<file path="src/rtl/addend_recover.sv">
// Bit-serial recovery of the unknown addend b from an adder result: b = s - a - cin.
// One full-subtractor bit per clock, LSB first, with a single borrow flip-flop.
module addend_recover #(
    parameter int WIDTH = 8
) (
    input  logic             clk,
    input  logic             reset,
    input  logic             start,
    input  logic [WIDTH:0]   s,
    input  logic [WIDTH-1:0] a,
    input  logic             cin,
    output logic             busy,
    output logic             done,
    output logic [WIDTH-1:0] b,
    output logic             err
);

    typedef enum logic [1:0] {
        IDLE,
        RUN,
        DONE
    } state_t;

    localparam int            CW   = $clog2(WIDTH + 1) + 1;
    localparam logic [CW-1:0] LAST = CW'(WIDTH);

    state_t         state;
    logic [CW-1:0]  cnt;
    logic           borrow;
    logic [WIDTH:0] s_sr;
    logic [WIDTH:0] a_sr;
    logic [WIDTH:0] result;

    logic           s_bit;
    logic           a_bit;
    logic           diff;
    logic           borrow_next;
    logic [WIDTH:0] result_next;

    always_comb begin
        s_bit       = s_sr[0];
        a_bit       = a_sr[0];
        diff        = s_bit ^ a_bit ^ borrow;
        borrow_next = (~s_bit & a_bit) | (~(s_bit ^ a_bit) & borrow);
        // Each new difference bit enters at the top, so bit 0 lands in position 0 after WIDTH+1 shifts.
        result_next = {diff, result[WIDTH:1]};
    end

    // NOTE: every register here uses non-blocking assignment so all updates see pre-edge values.
    always_ff @(posedge clk) begin
        if (reset) begin
            state  <= IDLE;
            cnt    <= '0;
            borrow <= 1'b0;
            s_sr   <= '0;
            a_sr   <= '0;
            result <= '0;
            busy   <= 1'b0;
            done   <= 1'b0;
            b      <= '0;
            err    <= 1'b0;
        end else begin
            case (state)
                IDLE: begin
                    done <= 1'b0;
                    if (start) begin
                        state  <= RUN;
                        busy   <= 1'b1;
                        s_sr   <= s;
                        a_sr   <= {1'b0, a};
                        borrow <= cin;
                        cnt    <= '0;
                    end
                end
                RUN: begin
                    s_sr   <= s_sr >> 1;
                    a_sr   <= a_sr >> 1;
                    borrow <= borrow_next;
                    result <= result_next;
                    cnt    <= cnt + CW'(1);
                    if (cnt == LAST) begin
                        state <= DONE;
                        busy  <= 1'b0;
                        done  <= 1'b1;
                        b     <= result_next[WIDTH-1:0];
                        // Out of range if the WIDTH+1-bit difference overflows WIDTH bits or went negative.
                        err   <= result_next[WIDTH] | borrow_next;
                    end
                end
                DONE: begin
                    state <= IDLE;
                    done  <= 1'b0;
                end
                default: begin
                    state <= IDLE;
                    busy  <= 1'b0;
                    done  <= 1'b0;
                end
            endcase
        end
    end

endmodule

</file>
<file path="config.mk">
export PLATFORM = sky130hd
export DESIGN_NAME = addend_recover
export DESIGN_NICKNAME = d
export VERILOG_FILES = /design/src/rtl/addend_recover.sv
export SDC_FILE = /design/constraint.sdc
export NUM_CORES = 1
export LEC_CHECK = 0
export CORE_UTILIZATION = 40
export DETAILED_ROUTE_END_ITERATION = 8
export PLACE_DENSITY = 0.73
export RECOVER_POWER = 50
export SYNTH_ARGS = -nofsm -noshare
export SYNTH_HDL_FRONTEND = slang
export SYNTH_SLANG_ARGS = --single-unit
export TNS_END_PERCENT = 50
</file>
<file path="constraint.sdc">
create_clock -name clk -period 1.4 [get_ports clk]
set_clock_uncertainty 0.2 [all_clocks]
set_input_delay 0.14 -clock clk [delete_from_list [all_inputs] [get_ports clk]]
set_output_delay 0.14 -clock clk [all_outputs]
set_load 0.1 [all_outputs]
</file>
==> impl_results.md <==
- Die height: 72.53 um
- Post-synthesis mux area share: 1.132%
- Violated checks: negative setup slack
- Core area: 4755 sq um
- Final hold slack: 0.2345 ns
- Number of distinct library cells after synthesis: 33
- Multi-input logic area: around 1100 sq um
- Clk_lat worst skew: 0.29 ns
- RR Startpoint: cnt[0]
- # diodes: 0
- Post-synthesis sequential area ratio: 44.28%
- Critical path capture point type: register
- Root buffer cell: clkbuf_8
- VDD IR-drop max: 0.4776 mV
- Die area: between 5000 and 6000 sq um
- Reg2reg setup slack: -0.10 ns
- Cells along the critical path: inv_2 -> ha_4 -> nor4bb_4 -> buf_4 -> buf_12 -> nand3_4 -> a21oi_2
- Clock transition at path regs: 0.08 ns
- Outcome: complete, but fails checks
- Post-layout min period: 1.505 ns
- Final instance area: 2938 sq um
- Number of synthesized register bits: 44
- Layout Nets: 318
- Crit path kind: reg -> reg
- Htree depth: 2
- Sink of the worst hold path: borrow
- CP bufs+invs: 3
- Kind of cell adding the most delay to the critical path: buffers and inverters
- Least-Margin Pin Slew: roughly 0.31 ns
- Cts hold-fix bufs: 0
- Syn Nets: 259
- Share of the clock period used by the worst path: 107.5%
- Hold Path Depth: 3
- R2r endpoint: b[4]
- Layout cells sized above 1: 42.03%
- Mapped Cells: 235
- Total number of vias: 1892
- Number of I/O pins: 32
- Final WL: ~4.8 mm
- Drt first pass iters: 6
- Reg area: approximately 900 sq um
- Max-slew headroom: 79.53%
- Via count of the first global-routing pass: 1753
- Type of the worst min-delay path: in -> reg
- Fillcell total: 383
- GPL Wtd Cong: between 0.7 and 0.8
- Highest Clock Rate: 664.5 MHz
- Initial DRC Count: 93
- Largest family of logic cells by synthesized area: compound AO/OA/AOI/OAI gates
- Worst-path maximum fanout: 4
- Power density over the cells: 934.4 nW/um^2
- Critical Path Start Type: register
- Total Power: 2.745 mW
- Synth Area in XOR/XNOR: 0%
- Final setup viols: 12
- Post-route ant nets: 0
- Worst endpoint data arrival time: about 1.5 ns
- Max cap viols: 0
- Synthesized area: ~2000 sq um
- Clock sinks: 44
- Final Max Tran Viols: 0
- Largest net degree at the start of global routing: 20
- Yosys warns: 0
- Starting Density: a little over two fifths
- GRT overflow: 0
- Simple-Gate Fraction of Synth Area: about a fifth
- Critical Path RT: 1.43 ns
- Chip width: 72.53 um
- CTS tree: built
- First-pass GRT wire length: just under 8 mm
- Synth Area in Adders: 2.264%
- Worst path slowest cell: dfxtp_2
- Endpoints failing hold: 0
- Setup ws final: -0.1049 ns
- DRC: 0
- Number of cells after detailed placement: 350
- Worst r2r path cells: 7
- Max incr delay on CP: between 0.3 and 0.4 ns
- Lkg Pwr: 1.137 nW
- Post-DP Area: 2695 sq um
- Port buffer count: 31
- RSZ-0062 raised after global routing: yes
- Fin cells: 362
- Syn Area/Cell: around 8.5 sq um
- Dpl hpwl: 3.028 mm
- Synth Area in Compound Gates: 25.41%
- Hold Startpoint: cin
- Detailed-route vias per instance: about 5.2
- Routed len/inst: about 13 um
- CTS Buf Count: 5
- Overall routing resource usage: 18.47%
- Area Overhead vs Synth: 47.67%
- # rows: 25
- Setup TNS Final: -0.5826 ns
- CTS max path bufs: 2
- Initial antenna violation count: 0
==> where the power goes <==
group | switching (mW) | internal [mW] | leakage [nW]
sequential | 0.0456 | 1.32 | 0.367
combinational | 0.260 | 0.298 | 0.724
clock | 0.420 | 0.403 | 0.0455
==> how the worst max path moves through the flow <==
stage | from | to | slack [ns] | cells after the start
final | cnt[0] | b[4] | -0.10 | 7
after global routing | cnt[0] | b[3] | -0.18 | 6
after CTS | a_sr[0] | err | -0.07 | 4
after detailed placement | start | cnt[4] | -0.30 | 4
after global placement | start | cnt[3] | -0.27 | 4
after floorplan | done | done | -0.09 | 2
==> flip-flops by register name, indices dropped and copies added, names as in the netlist <==
name / cells
state: 2
done: 1
b: 8
a_sr: 8
result: 8
cnt: 5
borrow: 1
s_sr: 9
busy: 1
err: 1
==> logic make-up after synthesis <==
kind of cell,count (synthesis)
flops,44
fa+ha+maj,3
buf+inv,33
compound gates,75
mux,2
simple gates,78
==> area by class of cell <==
cell class                 count  area share [%]
clock buffer                   8           3.066
multi-input combinational    158           38.84
inverter                      13           1.661
timing repair buffer          72           22.83
tap                           67           2.853
sequential                    44           30.75
==> metal layers <==
metal / vias to the layer above / global-route usage [%] / routed length [um]
met3: 4 / 4.167 / 230
met4: 0 / 4.575 / 45
li1: 942 / - / -
met1: 903 / 23.38 / 2193
met5: - / 0 / 0
met2: 43 / 31.78 / 2320
==> cells in the final DEF, fill, tap and decap left out, types with 2 or more instances in the layout <==
cell type and n:
a21oi_1 35, a21oi_2 6, a22oi_1 3, buf_12 5
buf_4 34, buf_6 3, clkbuf_1 2, clkbuf_4 9
clkbuf_8 6, clkdlybuf4s50_1 19, dfxtp_1 28, dfxtp_2 15
inv_1 8, inv_2 4, mux2_4 2, nand2_1 17
nand3_1 5, nand3_4 2, nand4_1 2, nor2_1 23
nor2_2 2, nor2_4 2, nor2b_1 7, nor3b_1 4
o21ai_0 8, o21ai_1 2, o221a_2 15
==> repair_timing <==
action,in CTS,in global routing
setup buffers,2,1
resized for setup,31,36
endpoints found under the setup margin,27,33
gates cloned,1,0
pin swaps,12,6
==> synth_stat cells <==
library cell	number	area, sq um
a211oi_1	1	7.510
a21oi_1	41	205.2
a221oi_2	1	15.01
a22oi_1	3	22.52
and2b_1	1	7.510
buf_2	11	55.05
buf_4	3	22.52
clkbuf_1	6	22.52
clkinv_1	1	3.750
dfxtp_1	44	880.8
fa_1	1	20.02
ha_1	2	25.02
inv_1	12	45.04
mux2_2	2	22.52
nand2_1	18	67.56
nand2b_1	1	6.260
nand3_1	8	40.04
nand3b_1	1	7.510
nand4_1	2	12.51
nand4bb_1	1	11.26
nor2_1	27	101.4
nor2b_1	9	56.30
nor3_1	2	10.01
nor3b_1	5	37.54
nor3b_2	1	12.51
nor4_1	1	6.260
nor4bb_1	1	10.01
o21a_1	1	7.510
o21ai_0	10	50.05
o21ba_2	1	10.01
o21bai_1	1	7.510
o21bai_2	1	11.26
o221a_2	15	168.9
==> worst reg2reg max path, cell delays in order, from the launching register on <==
cell	delay, ns
dfxtp_2	0.33
inv_2	0.07
ha_4	0.13
nor4bb_4	0.23
buf_4	0.21
buf_12	0.11
nand3_4	0.05
a21oi_2	0.10
==> stage by stage <==
| stage | utilization, % | setup slack [ns] |
|---|---|---|
| after floorplan | - | -0.08536 |
| after global placement | 56.68 | -0.2727 |
| after detailed placement | 56.68 | -0.2965 |
| after CTS | 61.05 | -0.07086 |
| after global routing | 61.79 | -0.1770 |
| final | 61.79 | -0.1049 |
No activity file was read; power rests on OpenSTA's default activity.
